[src/rtl/uart_msg_pkg.sv]
// Shared definitions for the message UART transmitter: sequencer state encoding and 8N1 frame constants.
package uart_msg_pkg;

  typedef enum logic [1:0] {
    ST_IDLE,
    ST_FETCH,
    ST_SEND,
    ST_DONE
  } msg_state_t;

  localparam int unsigned FRAME_BITS = 10;
  localparam logic        LINE_IDLE  = 1'b1;

endpackage

[src/rtl/uart_tx_core.sv]
// 8N1 serialiser: start bit begins the cycle after stb && !busy; every bit lasts CLKS_PER_BAUD clocks.
// The caller holds stb until accepted; busy covers the whole frame up to the end of the stop bit.
module uart_tx_core
  import uart_msg_pkg::*;
#(
  parameter logic [23:0] CLKS_PER_BAUD = 24'd868
) (
  input  logic       clk,
  input  logic       reset,
  input  logic       stb,
  input  logic [7:0] data,
  output logic       tx,
  output logic       busy
);

  logic [23:0] baud_cnt;
  logic [3:0]  bit_cnt;
  logic [8:0]  shreg;  // bits still to go after the one on the line: data, then stop

  always_ff @(posedge clk or posedge reset) begin
    if (reset) begin
      baud_cnt <= '0;
      bit_cnt  <= '0;
      shreg    <= '1;
      tx       <= LINE_IDLE;
      busy     <= 1'b0;
    end else if (!busy) begin
      if (stb) begin
        busy     <= 1'b1;
        tx       <= 1'b0;
        shreg    <= {1'b1, data};
        bit_cnt  <= '0;
        baud_cnt <= CLKS_PER_BAUD - 24'd1;
      end
    end else if (baud_cnt != '0) begin
      baud_cnt <= baud_cnt - 24'd1;
    end else if (bit_cnt == 4'(FRAME_BITS - 1)) begin
      busy <= 1'b0;
    end else begin
      tx       <= shreg[0];
      shreg    <= {1'b1, shreg[8:1]};
      bit_cnt  <= bit_cnt + 4'd1;
      baud_cnt <= CLKS_PER_BAUD - 24'd1;
    end
  end

endmodule

[src/rtl/uart_msg_tx.sv]
// Sends an MSG_LEN-character message held in a writable RAM over an 8N1 UART; i_start is ignored while busy.
// Define UART_MSG_AUTO_REPEAT_EN to also launch the message every REPEAT_CLKS clocks (one request may pend).
module uart_msg_tx
  import uart_msg_pkg::*;
#(
  parameter int unsigned CLOCK_RATE_HZ = 100_000_000,
  parameter int unsigned BAUD_RATE     = 115_200,
  parameter int unsigned MSG_LEN       = 16,
  parameter int unsigned REPEAT_CLKS   = CLOCK_RATE_HZ,
  localparam logic [23:0] CLKS_PER_BAUD = 24'(CLOCK_RATE_HZ / BAUD_RATE),
  localparam int unsigned AW = (MSG_LEN > 1) ? $clog2(MSG_LEN) : 1
) (
  input  logic          i_clk,
  input  logic          i_reset,
  input  logic          i_start,
  input  logic          i_wr,
  input  logic [AW-1:0] i_waddr,
  input  logic [7:0]    i_wdata,
  output logic          o_busy,
  output logic          o_done,
  output logic [AW-1:0] o_index,
  output logic          o_uart_tx
);

  localparam int unsigned   LAST     = MSG_LEN - 1;
  localparam logic [AW:0]   LEN_W    = MSG_LEN[AW:0];
  localparam logic [AW-1:0] LAST_IDX = LAST[AW-1:0];

  logic [7:0]    msg_ram [2**AW] = '{default: 8'h20};
  logic [7:0]    char_q;
  msg_state_t    state, state_nx;
  logic [AW-1:0] idx_nx;
  logic          core_stb, core_busy, start_req;

  // The RAM keeps its contents across reset; out-of-range writes are dropped rather than aliased.
  always_ff @(posedge i_clk) begin
    if (i_wr && ({1'b0, i_waddr} < LEN_W)) msg_ram[i_waddr] <= i_wdata;
  end

  always_ff @(posedge i_clk) begin
    if (state == ST_FETCH) char_q <= msg_ram[o_index];
  end

  always_ff @(posedge i_clk or posedge i_reset) begin
    if (i_reset) begin
      state   <= ST_IDLE;
      o_index <= '0;
    end else begin
      state   <= state_nx;
      o_index <= idx_nx;
    end
  end

  always_comb begin
    state_nx = state;
    idx_nx   = o_index;
    o_done   = 1'b0;
    case (state)
      ST_IDLE: begin
        if (start_req) begin
          state_nx = ST_FETCH;
          idx_nx   = '0;
        end
      end
      ST_FETCH: state_nx = ST_SEND;
      ST_SEND: begin
        if (!core_busy) begin
          if (o_index == LAST_IDX) begin
            state_nx = ST_DONE;
          end else begin
            state_nx = ST_FETCH;
            idx_nx   = o_index + 1'b1;
          end
        end
      end
      ST_DONE: begin
        if (!core_busy) begin
          o_done   = 1'b1;
          state_nx = ST_IDLE;
        end
      end
      default: state_nx = ST_IDLE;
    endcase
  end

  assign o_busy   = (state != ST_IDLE) && !o_done;
  assign core_stb = (state == ST_SEND);

`ifdef UART_MSG_AUTO_REPEAT_EN
  logic [31:0] rep_cnt;
  logic        rep_fire, rep_pend;

  assign rep_fire = (rep_cnt == '0);

  // An expiry that lands while a message is in flight is remembered once; extra expiries are dropped.
  always_ff @(posedge i_clk or posedge i_reset) begin
    if (i_reset) begin
      rep_cnt  <= 32'(REPEAT_CLKS - 1);
      rep_pend <= 1'b0;
    end else begin
      rep_cnt <= rep_fire ? 32'(REPEAT_CLKS - 1) : rep_cnt - 32'd1;
      if (state == ST_IDLE) rep_pend <= 1'b0;
      else if (rep_fire)    rep_pend <= 1'b1;
    end
  end

  assign start_req = i_start || rep_fire || rep_pend;
`else
  logic unused_repeat;  // the repeat period only matters when auto-repeat is built in

  assign unused_repeat = (REPEAT_CLKS == 0);
  assign start_req     = i_start;
`endif

  uart_tx_core #(
    .CLKS_PER_BAUD(CLKS_PER_BAUD)
  ) u_core (
    .clk  (i_clk),
    .reset(i_reset),
    .stb  (core_stb),
    .data (char_q),
    .tx   (o_uart_tx),
    .busy (core_busy)
  );

endmodule
[config.mk]
export PLATFORM = sky130hd
export DESIGN_NAME = uart_msg_tx
export DESIGN_NICKNAME = d
export VERILOG_FILES = /design/src/rtl/uart_msg_pkg.sv /design/src/rtl/uart_tx_core.sv /design/src/rtl/uart_msg_tx.sv
export SDC_FILE = /design/constraint.sdc
export NUM_CORES = 1
export LEC_CHECK = 0
export CAP_MARGIN = 20
export CORE_MARGIN = 3
export CORE_UTILIZATION = 45
export DETAILED_ROUTE_END_ITERATION = 10
export GPL_ROUTABILITY_DRIVEN = 0
export GPL_TIMING_DRIVEN = 0
export MAX_ROUTING_LAYER = met4
export PLACE_DENSITY = 0.71
export REMOVE_ABC_BUFFERS = 1
export SYNTH_ARGS = -nofsm -noshare
export SYNTH_HDL_FRONTEND = slang
export SYNTH_SLANG_ARGS = --single-unit
export TNS_END_PERCENT = 30
[constraint.sdc]
create_clock -name i_clk -period 2.3 [get_ports i_clk]
set_input_delay 0.23 -clock i_clk [delete_from_list [all_inputs] [get_ports i_clk]]
set_output_delay 0.23 -clock i_clk [all_outputs]
set_load 0.02 [all_outputs]
==> flow_metrics.tcl, run 1 <==
set metrics [dict create \
    final_core_util_pct 53.9 \
    dieArea_sq_mm 0.0187 \
    ys_ff_latch 180 \
    worstSetupEndpointType "register" \
    routed_via_density 5.93 \
    finalNetCount 584 \
    die_h_um 137 \
    numCtsBuffers 17 \
    clkPwrFrac_pct 42.8 \
    top_layer "met4" \
    crit_top_cell "buf_4" \
    area_growth_pct 16.5 \
    rows 47 \
    met3_length_um 678 \
    synth_edf_count 136 \
    worst-path-buf-inv 2 \
    dp_hpwl_mm 10.2 \
    timing.hold.ws_ns 0.347 \
    max_stage_delay_ns 0.45 \
    critical-path-slowest-cell "dfrtp_2" \
    ys_warn_count 0 \
    r2r_setup_slack_ns 0.01 \
    yosysSeqAreaShare_pct 67.5 \
    cts_max_level 4 \
    leakagePower_uw 0.00336 \
    wl_met2_mm 8.52 \
    p_sw_share_pct 20.9 \
    p_per_area_mw_per_mm2 740 \
    worst_pin_slew_ns 1.06 \
    coreArea_sq_mm 0.0166 \
    skew_ns 0.00788 \
    combPwrFrac_pct 3.0 \
    crit_chain "nor4_4 > nand4_1 > buf_4 > o31ai_4 > buf_4 > nor2_1 > a221o_1" \
    syn_area_sq_mm 0.00770 \
    worstSetupStartpointType "register" \
    status "finished, final reports clean" \
    fin_crit_sh_pct 99.3 \
    async_reset_ff_share_pct 24.4 \
    port_buffers 22 \
    wl_met1_mm 7.06 \
    ctsHoldBuffers 0 \
    placedInstanceArea_sq_mm 0.00813 \
    antenna_left 0 \
    reg2reg_from "u_core.baud_cnt[11]" \
    wl_per_cell_um 20.7 \
    slew_violations 0 \
    start_util_pct 46.3 \
    crit_type "register to register" \
    vias 4713 \
    cp.arrival_ns 2.59 \
    reg2reg_depth 7 \
    synthCells 522 \
    drtPass1Iterations 5 \
    hp-class "input port to async pin" \
    cp_top_family "simple AND/OR/NAND/NOR gates" \
    crit_path_max_fanout 6 \
    post-route-min-period_ns 2.29 \
    crit_required_ns 2.60 \
    cts.sinks 180 \
    cts-root-buf "clkbuf_16" \
    overflow 0 \
    seq_power_share_pct 54.2 \
    fmax_ghz 0.438 \
    clk_latency_ns 0.42 \
    fin_area_sq_mm 0.00897 \
    vdd_drop_max_uv 613 \
    antenna_cells 0 \
    grt_pass1_wl_mm 25.9 \
    drive_above_1_share_pct 21.2 \
    p_switching_uw 1390 \
    max_cap_viol_count 0 \
    totalWireLength_mm 16.4 \
    first_global_vias 4799 \
    total_power_uw 6640 \
    avgSynthCellArea_sq_um 14.8 \
    r2r-end "u_core.baud_cnt[7]" \
    synth-main-ff-cell "edfxtp_1" \
    intPower_uw 5250 \
    clock_path_buffers 2 \
    gr-usage-all-layers_pct 18.9 \
    finalHoldViolCount 0 \
    die_w_um 137 \
    drt-initial-drc-count 455 \
    relSlewSlack_pct 29.3 \
    clkTransAtPathRegs_ns 0.07 \
    grt_max_degree 45 \
    io-pin-count 23 \
    rsz0062_at_grt "yes" \
    antenna_found_initial 0 \
    synth.distinct_cells 59 \
    cts_tree "done" \
    setup_viol 0 \
    route.detailed.drc 0 \
]
## power by group through the flow
stage / Clock, uW / Combinational (uW) / Sequential, uW
4_1_cts: 2870 / 201 / 3600
6_report: 2840 / 198 / 3600
2_1_floorplan: 0 / 93.6 / 3660
3_5_place_dp: 0 / 199 / 3670
5_1_grt: 3010 / 219 / 3610
3_3_place_gp: 0 / 188 / 3660
## cell usage after synthesis (all sizes together), types with 3 or more instances
library cell | n | area share [%]
a211o | 6 | 0.68
a21oi | 17 | 1.1
a221oi | 8 | 0.91
a22oi | 8 | 0.78
a2bb2oi | 7 | 1.4
and2 | 4 | 0.33
and3 | 7 | 0.57
buf | 9 | 0.67
clkbuf | 16 | 0.78
dfrtp | 35 | 11
dfstp | 9 | 3.1
edfxtp | 136 | 53
ha | 5 | 0.81
inv | 10 | 0.49
mux2 | 9 | 1.3
mux2i | 27 | 3.5
mux4 | 16 | 4.7
nand2 | 26 | 1.3
nand2b | 4 | 0.32
nand3 | 15 | 0.97
nand3b | 5 | 0.49
nand4 | 3 | 0.24
nor2 | 27 | 1.4
nor2b | 4 | 0.32
nor3 | 18 | 1.2
nor3b | 4 | 0.39
nor4 | 6 | 0.96
o21ai | 37 | 2.4
o22ai | 8 | 0.65
o31ai | 3 | 0.36
or3 | 9 | 0.73
or4 | 3 | 0.29
xor2 | 3 | 0.34
## cell usage in the layout (no fill, tap or decap), types with 9 or more instances in the layout
master,Yosys,routed
edfxtp_1,136,136
o21ai_0,31,31
dfrtp_1,35,30
mux2i_1,27,27
nor2_1,25,25
nand2_1,26,25
clkdlybuf4s50_1,0,21
buf_4,1,19
a21oi_1,17,17
clkbuf_16,0,17
mux4_2,16,16
nor3_1,17,15
nand3_1,15,14
mux2_2,9,9
or3_1,9,9
dfstp_2,9,9
## area by class of cell
type	instances	area (sq um)
timing repair buffer	46	423
multi-input combinational	308	2440
inverter	10	37.5
clock buffer	17	425
clock inverter	14	155
sequential	180	5210
tap	220	275
fill	1322	7670
## how the worst max path moves through the flow
stage,start,to,slack [ns],cells past startpoint
3_5_place_dp,u_core.baud_cnt[0],u_core.bit_cnt[1],-0.41,7
5_1_grt,u_core.baud_cnt[11],u_core.baud_cnt[11],-0.08,7
2_1_floorplan,o_index[0],o_index[3],-0.73,6
3_3_place_gp,o_index[0],char_q[5],-1.45,5
6_report,u_core.baud_cnt[11],u_core.baud_cnt[7],0.01,7
4_1_cts,u_core.busy,o_done,0.01,3
## per-stage QoR
step	TNS [ns]	setup WS, ns	instances
final	0	0.0150	795
after global routing	-0.392	-0.0834	795
after CTS	0	0.0136	786
after detailed placement	-9.11	-0.415	743
after global placement	-34.03	-1.45	739
after floorplan	-9.27	-0.731	497
## flip-flops by register name, indices dropped and copies added, names as in the netlist
| register | flops |
|---|---|
| o_index | 4 |
| u_core.shreg | 8 |
| u_core.bit_cnt | 4 |
| msg_ram | 128 |
| state | 2 |
| char_q | 8 |
| u_core.busy | 1 |
| u_core.baud_cnt | 24 |
| u_core.tx | 1 |
## metal layers
metal	GRT usage, %	vias up
li1	-	2135
met2	30.9	146
met3	3.90	11
met4	5.32	0
met5	-	-
met1	24.1	2421
## repair_timing
action,CTS,global route
setup endpoints to repair,45,25
pin swaps,5,5
resized for setup,10,12
setup buffers,11,9
cloned,1,0
## kinds of logic (layout without fill, tap and decap cells)
family | Yosys count | after routing | synth area share, %
simple gates | 138 | 138 | 9.91
buf+inv | 35 | 87 | 1.93
fa+ha+maj | 5 | 5 | 0.812
mux | 52 | 52 | 9.50
xor+xnor | 4 | 4 | 0.455
compound gates | 108 | 109 | 9.91
flops | 180 | 180 | 67.5
(Power assumes the default switching activity.)
==> run 2, diff against run 1 <==
GPL_TIMING_DRIVEN = unset   (was 0)
SLEW_MARGIN = 5   (was unset)
==> flow_metrics.tcl, run 2 (synthesis results as in run 1) <==
set metrics [dict create \
    nFillCells 1307 \
    gr-usage-met3_pct 4.30 \
    max_cap_viol_count 0 \
    ctsHoldBuffers 0 \
    die_w_um 137 \
    finalNetCount 606 \
    cts_max_level 4 \
    top_regs "msg_ram x128, u_core.baud_cnt x24" \
    cts-root-buf "clkbuf_16" \
    seq_power_share_pct 54.0 \
    antenna_cells 0 \
    hp-class "input port to async pin" \
    grt_pass1_wl_mm 25.9 \
    antenna_found_initial 0 \
    antenna_left 0 \
    p_switching_uw 1540 \
    slew_violations 0 \
    crit_path_max_fanout 9 \
    overflow 0 \
    grt_max_degree 24 \
    worstSetupStartpointType "register" \
    drive_above_1_share_pct 22.4 \
    area_growth_pct 18.3 \
    grtUsageMet1_pct 25.0 \
    dieArea_sq_mm 0.0187 \
    skew_ns 0.0150 \
    setup_viol 0 \
    top_register "msg_ram" \
    combPwrFrac_pct 3.2 \
    leakagePower_uw 0.00345 \
    wl_per_cell_um 19.6 \
    final_core_util_pct 54.8 \
    cts_tree "done" \
    clk_latency_ns 0.43 \
    drt-initial-drc-count 426 \
    first_global_vias 4803 \
    place_ws_ns -0.00385 \
    r2r_setup_slack_ns 0.10 \
    gr-usage-all-layers_pct 19.0 \
    cp.arrival_ns 2.51 \
    routed_via_density 5.76 \
    post-route-min-period_ns 2.20 \
    finalHoldViolCount 0 \
    dp_hpwl_mm 10.8 \
    vdd_drop_max_uv 738 \
    totalWireLength_mm 16.0 \
    top_usage_layer "met2" \
    fmax_ghz 0.455 \
    crit_type "register to register" \
    numCtsBuffers 17 \
    clock_path_buffers 2 \
    die_h_um 137 \
    drtPass1Iterations 5 \
    largest_register_ffs 128 \
    setup_slack_ns 0.103 \
    relSlewSlack_pct 50.9 \
    start_util_pct 46.3 \
    p_sw_share_pct 23.1 \
    use_met2_pct 29.8 \
    port_buffers 22 \
    cts.sinks 180 \
    worstSetupEndpointType "register" \
    clkPwrFrac_pct 42.9 \
    status "finished, final reports clean" \
    p_per_area_mw_per_mm2 731 \
    final_cell_mix "136 x edfxtp_1, 43 x buf_4, 33 x dfrtp_1" \
    vias 4710 \
    intPower_uw 5120 \
    rows 47 \
    route.detailed.drc 0 \
    coreArea_sq_mm 0.0166 \
    io-pin-count 23 \
    layout_commonest_cell "edfxtp_1" \
    crit_required_ns 2.61 \
    fin_crit_sh_pct 95.5 \
    clkTransAtPathRegs_ns 0.08 \
    worst_pin_slew_ns 0.735 \
    dp_cells 785 \
    fin_cells 818 \
]
[run 2: cell types whose count changed in the layout (fill, tap and decap cells not counted), moves of 3 or more]
cell / delta
nor2b_1: +3
dfrtp_1: +3
buf_4: +24
inv_2: -3
clkinv_8: +6
clkinvlp_4: -6
[run 2: cell type report]
type,instances,area [sq um],share of cell area (%)
clock buffer,17,425,4.67
timing repair buffer,69,614,6.74
sequential,180,5200,57.0
multi-input combinational,307,2380,26.1
clock inverter,15,180,1.98
tap,220,275,3.02
inverter,10,37.5,0.412
[run 2: layer usage]
layer | vias to the layer above | wire length (um)
li1 | 2178 | -
met1 | 2386 | 6910
met2 | 131 | 8240
met3 | 15 | 717
met4 | 0 | 159
met5 | - | 0
[run 2: worst max-delay path: stages, from the launching register on]
cell	delay, ns
dfrtp_1	0.41
inv_1	0.13
ha_1	0.16
nor2b_1	0.21
nand4_1	0.20
o31a_4	0.39
buf_4	0.18
o311a_1	0.12
a211o_1	0.27
[run 2: final timing paths]
check	startpoint	to	cells past startpoint
min in group i_clk	u_core.shreg[0]	u_core.tx	2
worst min-delay path	i_reset	u_core.bit_cnt[0]	2
worst max-delay path	u_core.baud_cnt[0]	u_core.baud_cnt[10]	8
worst min register to register	u_core.shreg[0]	u_core.tx	2
max in group asynchronous	i_reset	u_core.tx	3
worst max register to register	u_core.baud_cnt[0]	u_core.baud_cnt[10]	8
[run 2: metrics by stage]
stage | area (sq um) | hold WS (ns) | total power [uW] | TNS (ns)
after global routing | 9110 | 0.115 | 6900 | -0.0538
after detailed placement | 8470 | 0.479 | 3880 | -0.00385
after floorplan | 7590 | 0.329 | 3750 | -9.27
after CTS | 9080 | 0.0843 | 6730 | 0
after global placement | 8470 | 0.474 | 3870 | 0
final | 9110 | 0.0889 | 6670 | 0
[run 2: power by group through the flow]
stage	combinational, uW	clock (uW)	sequential [uW]
floorplan	93.6	0	3660
global placement	204	0	3660
detailed placement	213	0	3670
CTS	214	2920	3600
global route	232	3070	3600
finish	211	2860	3600
[run 2: repair_timing]
item / 4_1_cts / 5_1_grt
buffers inserted: 0 / 1
cloned: 0 / 0
pin swaps: 0 / 2
gates resized for setup: 1 / 7
endpoints found under the setup margin: 2 / 12
==> run 3, diff against run 2 <==
SETUP_SLACK_MARGIN = 0.05   (was unset)
==> flow_metrics.tcl, run 3 (synthesis results as in run 1) <==
set metrics [dict create \
    status "finished, final reports clean" \
    wl_per_cell_um 19.5 \
    relSlewSlack_pct 51.2 \
    setup_slack_ns 0.102 \
    final_core_util_pct 54.9 \
    antenna_found_initial 0 \
    io-pin-count 23 \
    totalWireLength_mm 16.0 \
    clkTransAtPathRegs_ns 0.08 \
    combPwrFrac_pct 3.2 \
    rows 47 \
    cts-root-buf "clkbuf_16" \
    timing.hold.ws_ns 0.0870 \
    skew_ns 0.0151 \
    route.detailed.drc 0 \
    max_cap_viol_count 0 \
    setup_viol 0 \
    multi_input_area_sq_mm 0.00239 \
    die_w_um 137 \
    vdd_drop_max_uv 741 \
    max_stage_delay_ns 0.46 \
    crit_required_ns 2.61 \
    place_ws_ns -0.00385 \
    top_register "msg_ram" \
    top_regs "msg_ram x128, u_core.baud_cnt x24" \
    vias 4725 \
    worst-path-buf-inv 2 \
    crit_chain "inv_2 > ha_1 > nor2b_4 > nand4_1 > o31a_4 > buf_4 > o311a_1 > a211o_1" \
    drive_above_1_share_pct 23.2 \
    cts.sinks 180 \
    slew_violations 0 \
    worstSetupEndpointType "register" \
    leakagePower_uw 0.00347 \
    post-route-min-period_ns 2.20 \
    crit_path_max_fanout 8 \
    cts_max_level 4 \
    clock_path_buffers 2 \
    hp-class "input port to async pin" \
    routed_via_density 5.76 \
    numCtsBuffers 17 \
    dp_hpwl_mm 10.8 \
    fin_cells 820 \
    p_switching_uw 1540 \
    crit_type "register to register" \
    cts_tree "done" \
    area_growth_pct 18.6 \
    drtPass1Iterations 5 \
    coreArea_sq_mm 0.0166 \
    rsz0062_at_grt "yes" \
    fin_crit_sh_pct 95.6 \
    finalHoldViolCount 0 \
    die_h_um 137 \
    clkPwrFrac_pct 42.9 \
    finalNetCount 608 \
    clk_latency_ns 0.43 \
    largest_register_ffs 128 \
    seqCellArea_sq_mm 0.00520 \
    ctsHoldBuffers 0 \
    antenna_cells 0 \
    gr-usage-all-layers_pct 19.0 \
    layout_commonest_cell "edfxtp_1" \
    fin_setup_tns_ns 0 \
    cp.arrival_ns 2.51 \
    port_buffers 22 \
    start_util_pct 46.3 \
    critical-path-slowest-cell "o31a_4" \
    p_per_area_mw_per_mm2 730 \
    fmax_ghz 0.455 \
    antenna_left 0 \
    worst_pin_slew_ns 0.730 \
    overflow 0 \
    cp_top_family "compound AO/OA/AOI/OAI gates" \
    grt_max_degree 24 \
    dp_cells 785 \
    drt-initial-drc-count 420 \
    intPower_uw 5120 \
    grt_pass1_wl_mm 25.9 \
    worstSetupStartpointType "register" \
    nFillCells 1305 \
    p_sw_share_pct 23.1 \
    r2r_setup_slack_ns 0.10 \
    dieArea_sq_mm 0.0187 \
    first_global_vias 4803 \
    seq_power_share_pct 54.0 \
    final_cell_mix "136 x edfxtp_1, 46 x buf_4, 33 x dfrtp_1" \
]
[run 3: cell types whose count changed in the layout (fill, tap and decap cells not counted)]
cell     change
nor2b_1      -1
inv_2        +2
nor2b_4      +1
buf_4        +3
inv_1        -2
buf_6        -1
[run 3: timing repair]
action,4_1_cts,5_1_grt
endpoints found under the setup margin,3,17
buffers inserted,0,3
gates resized for setup,2,9
pin swaps,1,2
[run 3: metrics by stage]
step	total power, uW	area, sq um
global route	6900	9130
global placement	3870	8470
finish	6670	9130
detailed placement	3880	8470
CTS	6730	9080
floorplan	3750	7590
[run 3: area by class of cell]
class | instances | area share, %
Clock buffer | 17 | 4.66
Clock inverter | 15 | 1.97
Inverter | 10 | 0.411
Multi-Input combinational cell | 307 | 26.2
Sequential cell | 180 | 56.9
Tap cell | 220 | 3.01
Timing Repair Buffer | 71 | 6.85
[run 3: routing by layer]
layer  global-route usage (%)  up-vias  part of all wire, %
met5                        -        -                    0
met1                     25.0     2400                   43
li1                         -     2185                    -
met3                     4.30       17                  4.3
met2                     29.8      123                   51
met4                     5.65        0                  1.2
[run 3: power by group through the flow]
stage	logic [uW]	registers (uW)	clock network, uW
detailed placement	213	3670	0
CTS	214	3600	2920
global placement	204	3660	0
floorplan	93.6	3660	0
finish	212	3600	2860
global route	232	3600	3070
[run 3: path summary, 6_finish.rpt]
kind / from / end / depth (start not counted)
min in group i_clk: u_core.shreg[0] / u_core.tx / 2
min: i_reset / u_core.bit_cnt[0] / 2
min reg2reg: u_core.shreg[0] / u_core.tx / 2
max reg2reg: u_core.baud_cnt[0] / u_core.baud_cnt[10] / 8
max in group asynchronous: i_reset / u_core.tx / 3
max: u_core.baud_cnt[0] / u_core.baud_cnt[10] / 8
